$ cat src/rtl/seq_ctrl_pkg.sv
// seq_ctrl_pkg
// Shared definitions for the sequence counter controller: state width,
// command op encodings, the controller FSM state type and the default
// next-state table, which reproduces the counter's native sequence
// 0->4->5->1->7->6->3->2->0.
package seq_ctrl_pkg;

    localparam int STATE_W = 3;

    typedef logic [STATE_W-1:0] seq_state_t;

    localparam logic [1:0] OP_LOAD = 2'd0;
    localparam logic [1:0] OP_STEP = 2'd1;
    localparam logic [1:0] OP_RUN  = 2'd2;

    typedef enum logic [1:0] {
        ST_IDLE = 2'd0,
        ST_STEP = 2'd1,
        ST_RUN  = 2'd2
    } ctrl_state_e;

    // Element [i] is the state that follows state i. The leftmost literal
    // is element [7], so DEFAULT_NEXT[0] = 4, DEFAULT_NEXT[1] = 7, and so on.
    localparam logic [7:0][STATE_W-1:0] DEFAULT_NEXT = {
        3'd6, 3'd3, 3'd1, 3'd5, 3'd2, 3'd0, 3'd7, 3'd4
    };

endpackage

$ cat src/rtl/seq_next_table.sv
// seq_next_table
// 8 x 3 next-state register file. Asynchronous reset restores the native
// counter sequence; one synchronous write port, one combinational read port.
// Ports:
//   clk_i    clock
//   clear_i  asynchronous active-high reset
//   we_i     write strobe
//   waddr_i  write index (current state)
//   wdata_i  next state stored at waddr_i
//   raddr_i  read index
//   rdata_o  next state for raddr_i
module seq_next_table
    import seq_ctrl_pkg::*;
(
    input  logic       clk_i,
    input  logic       clear_i,
    input  logic       we_i,
    input  seq_state_t waddr_i,
    input  seq_state_t wdata_i,
    input  seq_state_t raddr_i,
    output seq_state_t rdata_o
);

    logic [7:0][STATE_W-1:0] tbl_q;

    always_ff @(posedge clk_i or posedge clear_i) begin
        if (clear_i) begin
            tbl_q <= DEFAULT_NEXT;
        end else if (we_i) begin
            tbl_q[waddr_i] <= wdata_i;
        end
    end

    assign rdata_o = tbl_q[raddr_i];

endmodule

$ cat src/rtl/seq_count_ctrl.sv
// seq_count_ctrl
// Sequences a 3-bit counter through a run-time programmable next-state
// table under a valid/ready command interface (LOAD / STEP / RUN N /
// free-run), with halt, lock-up detection and table configuration.
// Ports:
//   clk, clear               clock, asynchronous active-high reset
//   cmd_valid/cmd_ready      command handshake (ready only while idle)
//   cmd_op, cmd_arg          command op and argument (state or run length)
//   halt                     stops a STEP/RUN at the next edge
//   cfg_we/cfg_addr/cfg_data table write port, honoured only while idle
//   q                        counter state
//   busy, done               activity level and completion pulse
//   lock_err, cfg_err        sticky lock-up flag, dropped-write pulse
module seq_count_ctrl
    import seq_ctrl_pkg::*;
#(
    parameter int RUN_W = 8
) (
    input  logic             clk,
    input  logic             clear,
    input  logic             cmd_valid,
    output logic             cmd_ready,
    input  logic [1:0]       cmd_op,
    input  logic [RUN_W-1:0] cmd_arg,
    input  logic             halt,
    input  logic             cfg_we,
    input  logic [2:0]       cfg_addr,
    input  logic [2:0]       cfg_data,
    output logic [2:0]       q,
    output logic             busy,
    output logic             done,
    output logic             lock_err,
    output logic             cfg_err
);

    ctrl_state_e      state_q, state_d;
    seq_state_t       count_q, count_d;
    logic [RUN_W-1:0] remaining_q, remaining_d;
    logic             busy_q, busy_d;
    logic             done_q, done_d;
    logic             lockErr_q, lockErr_d;
    logic             cfgErr_q, cfgErr_d;
    seq_state_t       nextState;
    logic             tableWe;

    // Writes land only while idle, so a write coinciding with a command
    // accept is visible to that command's first advance.
    assign tableWe = cfg_we && (state_q == ST_IDLE);

    seq_next_table u_table (
        .clk_i   (clk),
        .clear_i (clear),
        .we_i    (tableWe),
        .waddr_i (cfg_addr),
        .wdata_i (cfg_data),
        .raddr_i (count_q),
        .rdata_o (nextState)
    );

    assign cmd_ready = (state_q == ST_IDLE);

    always_ff @(posedge clk or posedge clear) begin
        if (clear) begin
            state_q     <= ST_IDLE;
            count_q     <= '0;
            remaining_q <= '0;
            busy_q      <= 1'b0;
            done_q      <= 1'b0;
            lockErr_q   <= 1'b0;
            cfgErr_q    <= 1'b0;
        end else begin
            state_q     <= state_d;
            count_q     <= count_d;
            remaining_q <= remaining_d;
            busy_q      <= busy_d;
            done_q      <= done_d;
            lockErr_q   <= lockErr_d;
            cfgErr_q    <= cfgErr_d;
        end
    end

    // Priority while active: halt, then lock-up, then a normal advance.
    // remaining_q == 0 during RUN means free-run; otherwise the run ends
    // on the advance taken while it holds 1, so the counter never wraps.
    always_comb begin
        state_d     = state_q;
        count_d     = count_q;
        remaining_d = remaining_q;
        done_d      = 1'b0;
        lockErr_d   = lockErr_q;
        cfgErr_d    = cfg_we && (state_q != ST_IDLE);

        unique case (state_q)
            ST_IDLE: begin
                if (cmd_valid) begin
                    lockErr_d = 1'b0;
                    case (cmd_op)
                        OP_LOAD: begin
                            count_d = cmd_arg[STATE_W-1:0];
                            done_d  = 1'b1;
                        end
                        OP_STEP: state_d = ST_STEP;
                        OP_RUN: begin
                            state_d     = ST_RUN;
                            remaining_d = cmd_arg;
                        end
                        default: done_d = 1'b1;
                    endcase
                end
            end
            ST_STEP, ST_RUN: begin
                if (halt) begin
                    state_d = ST_IDLE;
                    done_d  = 1'b1;
                end else if (nextState == count_q) begin
                    state_d   = ST_IDLE;
                    done_d    = 1'b1;
                    lockErr_d = 1'b1;
                end else begin
                    count_d = nextState;
                    if ((state_q == ST_STEP) || (remaining_q == RUN_W'(1))) begin
                        state_d = ST_IDLE;
                        done_d  = 1'b1;
                    end else if (remaining_q != '0) begin
                        remaining_d = remaining_q - RUN_W'(1);
                    end
                end
            end
            default: state_d = ST_IDLE;
        endcase

        busy_d = (state_d != ST_IDLE);
    end

    assign q        = count_q;
    assign busy     = busy_q;
    assign done     = done_q;
    assign lock_err = lockErr_q;
    assign cfg_err  = cfgErr_q;

endmodule

$ cat config.mk
export PLATFORM = sky130hd
export DESIGN_NAME = seq_count_ctrl
export DESIGN_NICKNAME = d
export VERILOG_FILES = /design/src/rtl/seq_ctrl_pkg.sv /design/src/rtl/seq_next_table.sv /design/src/rtl/seq_count_ctrl.sv
export SDC_FILE = /design/constraint.sdc
export NUM_CORES = 1
export LEC_CHECK = 0
export BUFFER_PORTS_ARGS = -buffer_cell sky130_fd_sc_hd__buf_4
export CAP_MARGIN = 20
export CORE_UTILIZATION = 53
export CTS_CLUSTER_DIAMETER = 120
export DETAILED_ROUTE_END_ITERATION = 6
export GPL_ROUTABILITY_DRIVEN = 0
export PLACE_DENSITY = 0.73
export REMOVE_ABC_BUFFERS = 1
export SYNTH_ARGS = -nofsm -noshare
export SYNTH_HDL_FRONTEND = slang
export SYNTH_SLANG_ARGS = --single-unit
$ cat constraint.sdc
create_clock -name clk -period 6.72 [get_ports clk]
set_input_delay 0.672 -clock clk [delete_from_list [all_inputs] [get_ports clk]]
set_output_delay 0.672 -clock clk [all_outputs]
set_load 0.01 [all_outputs]
==> flow_summary_export.csv, run 1 <==
group,metric,value,unit
run_status,run_status,"complete, no violations",
global_routing,grt_first_pass_wirelength,8.60,mm
floorplanning,initial_core_util,56.4,%
timing,maxSlewViolCount,0,
timing,finalHoldViolCount,0,
clock_network,clock_tree_from_tritoncts,"yes",
final_layout,num_antenna_cells,0,
setup_path,timing.critical_path.cells,"inv_1 > ha_1 > inv_1 > o21a_1 > a21oi_1 > nand4_1 > mux2i_1 > nor3_2",
logic_synthesis,synthFlopType,"sky130_fd_sc_hd__dfrtp_1",
route,drcViolationCount,0,
route,drtAntennaViolNets,0,
clock_network,clock_input_transition_at_the_sequential_cells_of_the_worst_setup_and_hold_paths,80,ps
setup_path,arrival,3350,ps
timing,finalWorstPathRequiredPeriod,3170,ps
logic_synthesis,syn-instance-count,236,
setup_path,slowest_delay,740,ps
clock_network,clock_sinks,41,
clock_network,cts.repair.resized,0,
global_routing,vias_in_the_first_global_route,1850,
clock_network,hold_buffers_post_cts,0,
timing,fmax,0.316,GHz
setup_path,critical_path_endpoint_category,"flip-flop",
place,dp_hpwl,3.53,mm
route,dr.pass1.iters,4,
clock_network,clk_path_buf_depth,2,
route,drt-wirelength-per-cell,16.0,um
place,dpl-instance-area,2740,um^2
setup_path,cp.required,6900,ps
logic_synthesis,syn_area,2510,um^2
final_layout,final.fill_count,353,
pwr,total_power,1390,uW
pwr,p_leak,0.00125,uW
timing,setup_violations,0,
final_layout,fin_nets,292,
setup_path,cpMaxStageDelayCell,"sky130_fd_sc_hd__a21oi_1",
floorplanning,fp.dieArea,5010,um^2
logic_synthesis,synth_top_area_share,28.9,%
global_routing,grt_antenna_before_repair,0,
setup_path,timing.critical_path.fanout_max,21,
clock_network,clock_network_latency_to_the_later_pin_of_the_worst_skew_pair,290,ps
route,drt_wirelength,5.03,mm
clock_network,htree_levels,2,
floorplanning,chipWidth,70.8,um
logic_synthesis,synth_warnings,0,
floorplanning,design.core.area,4440,um^2
global_routing,grt_remaining_overflow,0,
route,vias_per_cell,5.97,
floorplanning,dieHeight,70.8,um
route,dr_total_vias,1880,
floorplanning,placementRows,24,
global_routing,grt_use_total,22.1,%
logic_synthesis,ffs_latches_synth,41,
logic_synthesis,synth_edf_count,0,
logic_synthesis,synth-seq-area-share,41.5,%
clock_network,cts_buffers,5,
floorplanning,io-pin-count,29,
global_routing,grt_start_max_net_pins,42,
logic_synthesis,synth.lib_cells_used.distinct,49,
setup_path,startpoint_type,"flip-flop",
clock_network,post_cts.repair.setup_buffers,0,
final_layout,final_cell_mix,"29 x sky130_fd_sc_hd__dfrtp_1, 29 x sky130_fd_sc_hd__buf_4, 25 x sky130_fd_sc_hd__mux2_2, 19 x sky130_fd_sc_hd__nand2_1, 15 x sky130_fd_sc_hd__inv_1",
place,portBuffers,28,
timing,tns,0,ps
timing,fin_worst_hold_slack,504,ps
pwr,max-vdd-ir-drop,0.241,mV
timing,timing.max_slew.rel_slack,35.3,%
logic_synthesis,post-synth-top-area-cell,"sky130_fd_sc_hd__dfrtp_1",
final_layout,post_route_cells_drive_above_1_share,31.2,%
timing,setup_repair_after_global_routing_missed_its_margin,"no",
timing,final.setup_skew,2.68,ps
final_layout,finalCoreUtilization,64.4,%
setup_path,path_class,"reg -> reg",
clock_network,cts.root.buffer_cell,"sky130_fd_sc_hd__clkbuf_8",
run,max-cap-violations,0,
timing,finalCritPeriodShare,47.2,%
logic_synthesis,synth_area_leaders,"sky130_fd_sc_hd__dfrtp_1 29%, sky130_fd_sc_hd__dfstp_2 13%, sky130_fd_sc_hd__mux2_2 11%",
setup_path,timing.critical_path.mode_cell,"sky130_fd_sc_hd__inv_1",
logic_synthesis,synthArstFlopShare,100,%
pwr,powerDensity,486,nW/um^2
hold_path,hold_path.class,"reg -> reg",
logic_synthesis,syn_avg_cell_area,10.6,um^2
final_layout,layout.cell_area.non_filler,2860,um^2
final_layout,layout_area_overhead,14.2,%
route,drt-initial-drc-count,109,
timing,worst-slew-pin-transition,970,ps
## metal layers
layer | up-vias | GRT usage [%] | routed length [um]
li1 | 926 | - | -
met1 | 911 | 29.0 | 2310
met2 | 35 | 37.1 | 2500
met3 | 8 | 4.13 | 149
met4 | 0 | 7.11 | 72
met5 | - | 0 | 0
## stage by stage
stage | setup WS [ps] | cells
2_1_floorplan | 4210 | 226
3_3_place_gp | 3740 | 307
3_5_place_dp | 3550 | 307
4_1_cts | 3560 | 315
5_1_grt | 3240 | 315
6_report | 3550 | 315
## cells in the mapped netlist, drive strengths merged, types with 2 or more instances
cell type / instances
a211o: 3
a21boi: 2
a21oi: 6
a31oi: 4
and3: 3
and4: 2
buf: 3
clkbuf: 7
dfrtp: 29
dfstp: 12
ha: 9
inv: 15
mux2: 25
mux2i: 7
mux4: 6
nand2: 19
nand2b: 7
nand3: 4
nand3b: 2
nand4: 3
nor2: 12
nor2b: 4
nor3: 16
o2111ai: 2
o211ai: 3
o21ai: 7
o221ai: 2
o22ai: 5
or3: 4
## registers in the layout, indices dropped and copies added, names as in the netlist
signal / cells
lock_err: 1
done: 1
remaining_q: 8
cfg_err: 1
state_q: 2
u_table.tbl_q: 24
q: 3
busy: 1
## path summary, 6_finish.rpt
check / startpoint / end / slack, ps / cells after the start
worst min register to register: u_table.tbl_q[0]$_DFFE_PP0P_ / u_table.tbl_q[0]$_DFFE_PP0P_ / 500 / 1
max in group asynchronous: clear / u_table.tbl_q[15]$_DFFE_PP1P_ / 5830 / 3
min in group asynchronous: clear / u_table.tbl_q[6]$_DFFE_PP0P_ / 510 / 3
worst min-delay path: u_table.tbl_q[0]$_DFFE_PP0P_ / u_table.tbl_q[0]$_DFFE_PP0P_ / 500 / 1
worst max register to register: state_q[0]$_DFF_PP0_ / remaining_q[7]$_DFFE_PP0P_ / 3550 / 8
worst max-delay path: state_q[0]$_DFF_PP0_ / remaining_q[7]$_DFFE_PP0P_ / 3550 / 8
## layout make-up
type                    instances  area [um^2]  share of cell area, %
well taps                      52         65.1                   2.27
clock inverters                 2         37.5                   1.31
flip-flops and latches         41         1040                   36.4
multi-input cells             170         1360                   47.6
inverters                      15         56.3                   1.97
repair buffers                 29          218                   7.60
clock buffers                   6         82.6                   2.88
## worst max-delay path, delay by kind of cell (launching register included)
| kind | cells | cell delay (ps) |
|---|---|---|
| multiplexers | 1 | 210 |
| AND/OR/NAND/NOR | 2 | 240 |
| adder cells (fa/ha/maj) | 1 | 670 |
| AO/OA/AOI/OAI | 2 | 1020 |
| flip-flops | 1 | 450 |
| buffers and inverters | 2 | 450 |
## kinds of logic after synthesis
| kind of cell | after synthesis | share of synthesized area (%) |
|---|---|---|
| mux | 38 | 20.3 |
| compound gates | 43 | 12.1 |
| xor+xnor | 1 | 0.649 |
| simple gates | 79 | 16.8 |
| buf+inv | 25 | 4.14 |
| flops | 41 | 41.5 |
| fa+ha+maj | 9 | 4.49 |
## report_power, final
group,switching [uW],internal (uW),leakage (uW)
Clock,88.3,121,0.0000574
Combinational,359,318,0.000712
Sequential,114,390,0.000478
Total,561,829,0.00125
No activity file was read; power rests on OpenSTA's default activity.
==> run 2: changes to the inputs <==
Settings changed: PLACE_DENSITY 0.73 to 0.76.
Clock period 6.72 ns to 2.8 ns, I/O delays scaled along.
==> run 2 against run 1 <==
Clock power grew 100%. Register-to-register slack lost 3300 ps. Worst hold slack lost 410 ps. Die area did not move. Via count up 2.7%. Critical path type unchanged.
==> flow_summary_export.csv, run 2 (same netlist as run 1, synthesis figures left out) <==
group,metric,value,unit
run_status,run_status,"complete, no violations",
clock_network,cts.root.buffer_cell,"sky130_fd_sc_hd__clkbuf_8",
setup_path,worst_r2r_startpoint,"q[0]$_DFFE_PP0P_",
route,drcViolationCount,0,
pwr,powerDensity,1160,nW/um^2
global_routing,busiest_metal_layer_after_global_routing,"met2",
timing,finalWorstPathRequiredPeriod,2520,ps
route,dr.pass1.iters,6,
setup_path,crit_path_end,"remaining_q[1]$_DFFE_PP0P_",
final_layout,register_area,1040,um^2
global_routing,groute.layer.met2.usage,38.9,%
final_layout,layout_area_overhead,15.3,%
global_routing,vias_in_the_first_global_route,1883,
final_layout,final_cell_mix,"36 x sky130_fd_sc_hd__buf_4, 28 x sky130_fd_sc_hd__dfrtp_1, 25 x sky130_fd_sc_hd__mux2_2, 19 x sky130_fd_sc_hd__nand2_1, 15 x sky130_fd_sc_hd__inv_1",
route,drtAntennaViolNets,0,
final_layout,largest_register,"u_table.tbl_q",
pwr,max-vdd-ir-drop,0.553,mV
setup_path,critical_path_endpoint_category,"flip-flop",
clock_network,clock_network_latency_to_the_later_pin_of_the_worst_skew_pair,310,ps
global_routing,grt_use_met1,29.8,%
final_layout,fin_nets,299,
timing,setup_repair_after_global_routing_missed_its_margin,"no",
final_layout,largest_register_ffs,24,
pwr,p_leak,0.00127,uW
clock_network,post_cts.repair.setup_buffers,0,
timing,fin_worst_hold_slack,97.2,ps
route,drt_wirelength,5.27,mm
floorplanning,initial_core_util,56.4,%
timing,setup_violations,0,
setup_path,cpMaxStageDelayCell,"sky130_fd_sc_hd__mux4_1",
global_routing,grt_remaining_overflow,0,
setup_path,reg2reg_slack,280,ps
floorplanning,fp.dieArea,5010,um^2
setup_path,cp.required,3030,ps
setup_path,arrival,2750,ps
setup_path,path_class,"reg -> reg",
timing,worst-slew-pin-transition,623,ps
hold_path,hold_path.class,"in -> async",
run,max-cap-violations,0,
route,vias_per_cell,6.00,
timing,final.setup_skew,8.98,ps
setup_path,timing.critical_path.cells,"mux4_1 > mux2i_2 > xor2_2 > nand3_2 > and4_1 > nor3_1",
pwr,total_power,3360,uW
timing,tns,0,ps
clock_network,clk_path_buf_depth,2,
place,dp_hpwl,3.76,mm
floorplanning,chipWidth,70.8,um
floorplanning,placementRows,24,
timing,finalCritPeriodShare,89.9,%
timing,fmax,0.397,GHz
clock_network,cts_buffers,5,
route,drt-initial-drc-count,80,
clock_network,htree_levels,2,
clock_network,hold_buffers_post_cts,0,
final_layout,multi_input_area,1360,um^2
setup_path,crit_path_start,"q[0]$_DFFE_PP0P_",
route,drt-wirelength-per-cell,16.4,um
final_layout,layout_commonest_cell,"sky130_fd_sc_hd__buf_4",
place,portBuffers,28,
setup_path,slowest_delay,610,ps
floorplanning,design.core.area,4440,um^2
floorplanning,dieHeight,70.8,um
setup_path,r2r.worst_path.cells,6,
clock_network,clock_sinks,41,
final_layout,num_antenna_cells,0,
global_routing,grt_first_pass_wirelength,8.85,mm
timing,timing.max_slew.rel_slack,58.1,%
final_layout,final.fill_count,391,
setup_path,critical_register_to_register_path_endpoint,"remaining_q[1]$_DFFE_PP0P_",
timing,finalHoldViolCount,0,
clock_network,clock_input_transition_at_the_sequential_cells_of_the_worst_setup_and_hold_paths,90,ps
clock_network,clock_tree_from_tritoncts,"yes",
global_routing,grt_use_total,23.0,%
setup_path,startpoint_type,"flip-flop",
global_routing,grt_start_max_net_pins,42,
global_routing,grt_antenna_before_repair,0,
global_routing,met3_usage,4.99,%
setup_path,timing.critical_path.fanout_max,17,
floorplanning,io-pin-count,29,
timing,maxSlewViolCount,0,
route,dr_total_vias,1931,
final_layout,post_route_cells_drive_above_1_share,33.3,%
run 2: worst min-delay path by stage:
stage                           start                            to  slack, ps  cells after the start
after CTS                       clear              q[0]$_DFFE_PP0P_        110                      3
after floorplan           cfg_data[1]  u_table.tbl_q[4]$_DFFE_PP1P_        390                      2
after global placement          clear  u_table.tbl_q[9]$_DFFE_PP0P_        440                      3
after global routing            clear  u_table.tbl_q[9]$_DFFE_PP0P_        140                      3
after detailed placement        clear  u_table.tbl_q[9]$_DFFE_PP0P_        450                      3
final                           clear              q[0]$_DFFE_PP0P_        100                      3
run 2: metrics by stage:
| stage | utilization, % | setup WS [ps] | cells | area [um^2] |
|---|---|---|---|---|
| final | 65.0 | 283 | 322 | 2890 |
| after global routing | 65.0 | 74.9 | 322 | 2890 |
| after floorplan | - | 290 | 226 | 2460 |
| after CTS | 65.0 | 232 | 322 | 2890 |
| after global placement | 62.9 | 400 | 314 | 2800 |
| after detailed placement | 62.9 | 305 | 314 | 2800 |
run 2: repair_timing:
item                                   in CTS  in global routing
endpoints found under the hold margin       0                  0
resized for setup                           0                  1
setup endpoints to repair                   0                  3
run 2: final cells by class:
cell class	count	share of cell area (%)
multi-input combinational	170	47.1
sequential	41	36.1
timing repair buffer	36	9.35
clock buffer	5	2.38
tap	52	2.25
inverter	15	1.95
clock inverter	3	0.866
run 2: critical path: cells and delay by family (launching register included):
kind | cells | cell delay (ps)
DFF | 1 | 510
muxes | 2 | 840
and+or+nand+nor | 3 | 820
xor gates and xnor gates | 1 | 260
run 2: layer usage:
metal  up-vias  share of wire (%)
met5         -                  0
met4         0                1.2
met3         7                3.6
met2        37                 49
met1       955                 46
li1        932                  -
run 2: power breakdown:
part	total [uW]	leakage [uW]	switching, uW	internal, uW
clock	419	0.0000452	237	182
combinational	1730	0.000747	893	838
sequential	1210	0.000477	273	940
total	3360	0.00127	1400	1960
==> run 3: changes to the inputs <==
Settings changed: ABC_AREA set to 1.
==> run 3 against run 2 <==
The flow now finishes with violations (DRC). Largest cell class unchanged. Register-to-register slack gained 320 ps. Sequential share of layout area grew 0.35 points. Flip-flop and latch count is the same. First-iteration DRC count grew 88%. Highest routed layer unchanged. Worst hold slack lost 6.8 ps. Setup slack gained 320 ps.
==> flow_summary_export.csv, run 3 <==
group,metric,value,unit
run_status,run_status,"finished, violations left",
run_status,failing_checks,"DRC",
final_layout,largest_register_ffs,24,
logic_synthesis,syn-instance-count,324,
floorplanning,design.core.area,4440,um^2
final_layout,finalCoreUtilization,64.3,%
place,dpl-instance-area,2740,um^2
timing,final.setup_skew,7.31,ps
logic_synthesis,synth-seq-area-share,41.8,%
final_layout,layout_area_overhead,14.7,%
pwr,net-switching-power,1610,uW
setup_path,critical_path_endpoint_category,"flip-flop",
timing,post_layout_worst_setup_margin,607,ps
timing,fmax,0.456,GHz
logic_synthesis,ffs_latches_synth,41,
clock_network,clk_path_buf_depth,2,
timing,setup_repair_after_global_routing_missed_its_margin,"no",
route,drt_wirelength,5.16,mm
clock_network,hold_buffers_post_cts,0,
clock_network,cts.repair.resized,0,
pwr,internal_power,1950,uW
place,preCtsSetupSlack,638,ps
run,max-cap-violations,0,
route,dr.pass1.iters,6,
floorplanning,dieHeight,70.6,um
final_layout,post_route_cells_drive_above_1_share,24.9,%
setup_path,cpMaxStageDelayCell,"sky130_fd_sc_hd__dfrtp_1",
logic_synthesis,synthArstFlopShare,100,%
clock_network,cts_buffers,5,
route,drcViolationCount,2,
route,dr_total_vias,2102,
pwr,sw_share,45.3,%
route,vias_per_cell,5.14,
timing,finalCritPeriodShare,78.3,%
final_layout,num_antenna_cells,0,
logic_synthesis,syn_area,2490,um^2
timing,finalWorstPathRequiredPeriod,2190,ps
final_layout,fin_nets,386,
final_layout,layout.cell_area.non_filler,2860,um^2
logic_synthesis,post-synth-top-area-cell,"sky130_fd_sc_hd__dfrtp_1",
clock_network,clock_input_transition_at_the_sequential_cells_of_the_worst_setup_and_hold_paths,80,ps
logic_synthesis,synth.lib_cells_used.distinct,34,
setup_path,arrival,2390,ps
logic_synthesis,synth_area_leaders,"sky130_fd_sc_hd__dfrtp_1 29%, sky130_fd_sc_hd__nand2_1 15%, sky130_fd_sc_hd__dfstp_2 13%",
clock_network,clock_network_latency_to_the_later_pin_of_the_worst_skew_pair,300,ps
setup_path,timing.critical_path.mode_cell,"sky130_fd_sc_hd__nand2_1",
clock_network,cts.root.buffer_cell,"sky130_fd_sc_hd__clkbuf_8",
pwr,max-vdd-ir-drop,0.547,mV
place,portBuffers,28,
global_routing,grt_first_pass_wirelength,8.79,mm
route,drtAntennaViolNets,0,
setup_path,cp.required,2990,ps
final_layout,largest_register,"u_table.tbl_q",
setup_path,startpoint_type,"flip-flop",
place,dp_hpwl,3.72,mm
clock_network,clock_sinks,41,
final_layout,layout_commonest_cell,"sky130_fd_sc_hd__nand2_1",
pwr,power.share.sequential,33.2,%
timing,maxSlewViolCount,0,
hold_path,hold_path.class,"in -> async",
floorplanning,fp.dieArea,4980,um^2
pwr,p_leak,0.00148,uW
setup_path,slowest_delay,400,ps
logic_synthesis,synth_warnings,0,
setup_path,timing.critical_path.fanout_max,17,
setup_path,path_class,"reg -> reg",
global_routing,grt_antenna_before_repair,0,
pwr,p_clk_share,14.2,%
final_layout,final_cell_mix,"101 x sky130_fd_sc_hd__nand2_1, 37 x sky130_fd_sc_hd__inv_1, 33 x sky130_fd_sc_hd__o21ai_0, 31 x sky130_fd_sc_hd__buf_4, 29 x sky130_fd_sc_hd__dfrtp_1",
timing,setup_violations,0,
clock_network,htree_levels,2,
pwr,pwr-share-comb,52.5,%
timing,fin_worst_hold_slack,90.4,ps
clock_network,post_cts.repair.setup_buffers,0,
route,drt-initial-drc-count,150,
floorplanning,io-pin-count,29,
logic_synthesis,syn_avg_cell_area,7.69,um^2
floorplanning,initial_core_util,56.1,%
pwr,powerDensity,1240,nW/um^2
final_layout,final.fill_count,404,
timing,finalHoldViolCount,0,
logic_synthesis,synthFlopType,"sky130_fd_sc_hd__dfrtp_1",
setup_path,timing.critical_path.cells,"inv_1 > ha_1 > inv_2 > nand2_1 > o21ai_0 > o211ai_1 > a21oi_1 > nand2_4 > nand2_1 > o21ai_2",
floorplanning,chipWidth,70.6,um
logic_synthesis,synth_top_area_share,29.1,%
timing,tns,0,ps
logic_synthesis,synth_edf_count,0,
floorplanning,placementRows,24,
logic_synthesis,synth_most_common_cell,"sky130_fd_sc_hd__nand2_1",
clock_network,clock_tree_from_tritoncts,"yes",
global_routing,grt_remaining_overflow,0,
global_routing,vias_in_the_first_global_route,1906,
global_routing,grt_start_max_net_pins,42,
timing,timing.max_slew.rel_slack,65.2,%
logic_synthesis,synth_common_cells,"101 x sky130_fd_sc_hd__nand2_1, 37 x sky130_fd_sc_hd__inv_1, 33 x sky130_fd_sc_hd__o21ai_0",
global_routing,grt_use_total,22.9,%
route,drt-wirelength-per-cell,12.6,um
timing,worst-slew-pin-transition,523,ps
## run 3: changes by cell type after synthesis, moves of 7 or more
| cell | before | now |
|---|---|---|
| sky130_fd_sc_hd__inv_1 | 15 | 37 |
| sky130_fd_sc_hd__mux2_2 | 25 | 0 |
| sky130_fd_sc_hd__nand2_1 | 19 | 101 |
| sky130_fd_sc_hd__nand2_2 | 0 | 15 |
| sky130_fd_sc_hd__nand2b_1 | 7 | 0 |
| sky130_fd_sc_hd__nand3_1 | 3 | 16 |
| sky130_fd_sc_hd__nand3_2 | 1 | 10 |
| sky130_fd_sc_hd__nor3_1 | 14 | 1 |
| sky130_fd_sc_hd__o21ai_0 | 5 | 33 |
## run 3: logic make-up (layout without fill, tap and decap cells)
family / after synthesis / after routing / synth area share, %
compound gates: 52 / 52 / 12.0
xor+xnor: 1 / 1 / 0.351
fa+ha+maj: 9 / 9 / 4.52
buf+inv: 51 / 84 / 8.83
flops: 41 / 41 / 41.8
mux: 1 / 1 / 0.402
simple gates: 169 / 169 / 32.1
## run 3: cell type report
class	count	area, um^2	area share (%)
Clock buffer	6	82.6	2.89
Multi-Input combinational cell	232	1230	43.1
Clock inverter	2	37.5	1.31
Tap cell	52	65.1	2.28
Sequential cell	41	1040	36.4
Inverter	45	169	5.91
Timing Repair Buffer	31	233	8.14
## run 3: path summary, 6_finish.rpt
check / startpoint / slack (ps) / cells after the start / to
max: state_q[0]$_DFF_PP0_ / 610 / 10 / remaining_q[5]$_DFFE_PP0P_
min: clear / 90 / 3 / state_q[0]$_DFF_PP0_
max reg2reg: state_q[0]$_DFF_PP0_ / 610 / 10 / remaining_q[5]$_DFFE_PP0P_
min reg2reg: u_table.tbl_q[13]$_DFFE_PP0P_ / 490 / 2 / u_table.tbl_q[13]$_DFFE_PP0P_
max in group asynchronous: clear / 2320 / 3 / u_table.tbl_q[3]$_DFFE_PP1P_
min in group clk: cfg_we / 200 / 3 / cfg_err$_DFF_PP0_
## run 3: power by group through the flow
stage | Combinational [uW] | Sequential, uW | Clock (uW)
after floorplan | 1410 | 1160 | 0
after global placement | 1810 | 1180 | 0
after detailed placement | 1860 | 1190 | 0
after CTS | 1880 | 1180 | 521
after global routing | 2110 | 1220 | 538
final | 1870 | 1180 | 506
## run 3: layer usage
layer	vias up	global-route usage (%)	part of all wire, %
met5	-	0	0
met4	0	6.67	1.3
met3	8	5.27	3.9
met2	42	36.2	46
met1	964	31.8	49
li1	1088	-	-
## run 3: critical path: cells and delay by family (launching register included)
| family | cells | cell delay [ps] |
|---|---|---|
| fa+ha+maj | 1 | 330 |
| simple gates | 3 | 400 |
| compound gates | 4 | 640 |
| flops | 1 | 400 |
| buf+inv | 2 | 290 |
## run 3: stage by stage
stage               power (uW)  instances
CTS                       3570        409
global placement          2990        401
finish                    3550        409
detailed placement        3040        401
global route              3870        409
floorplan                 2570        318
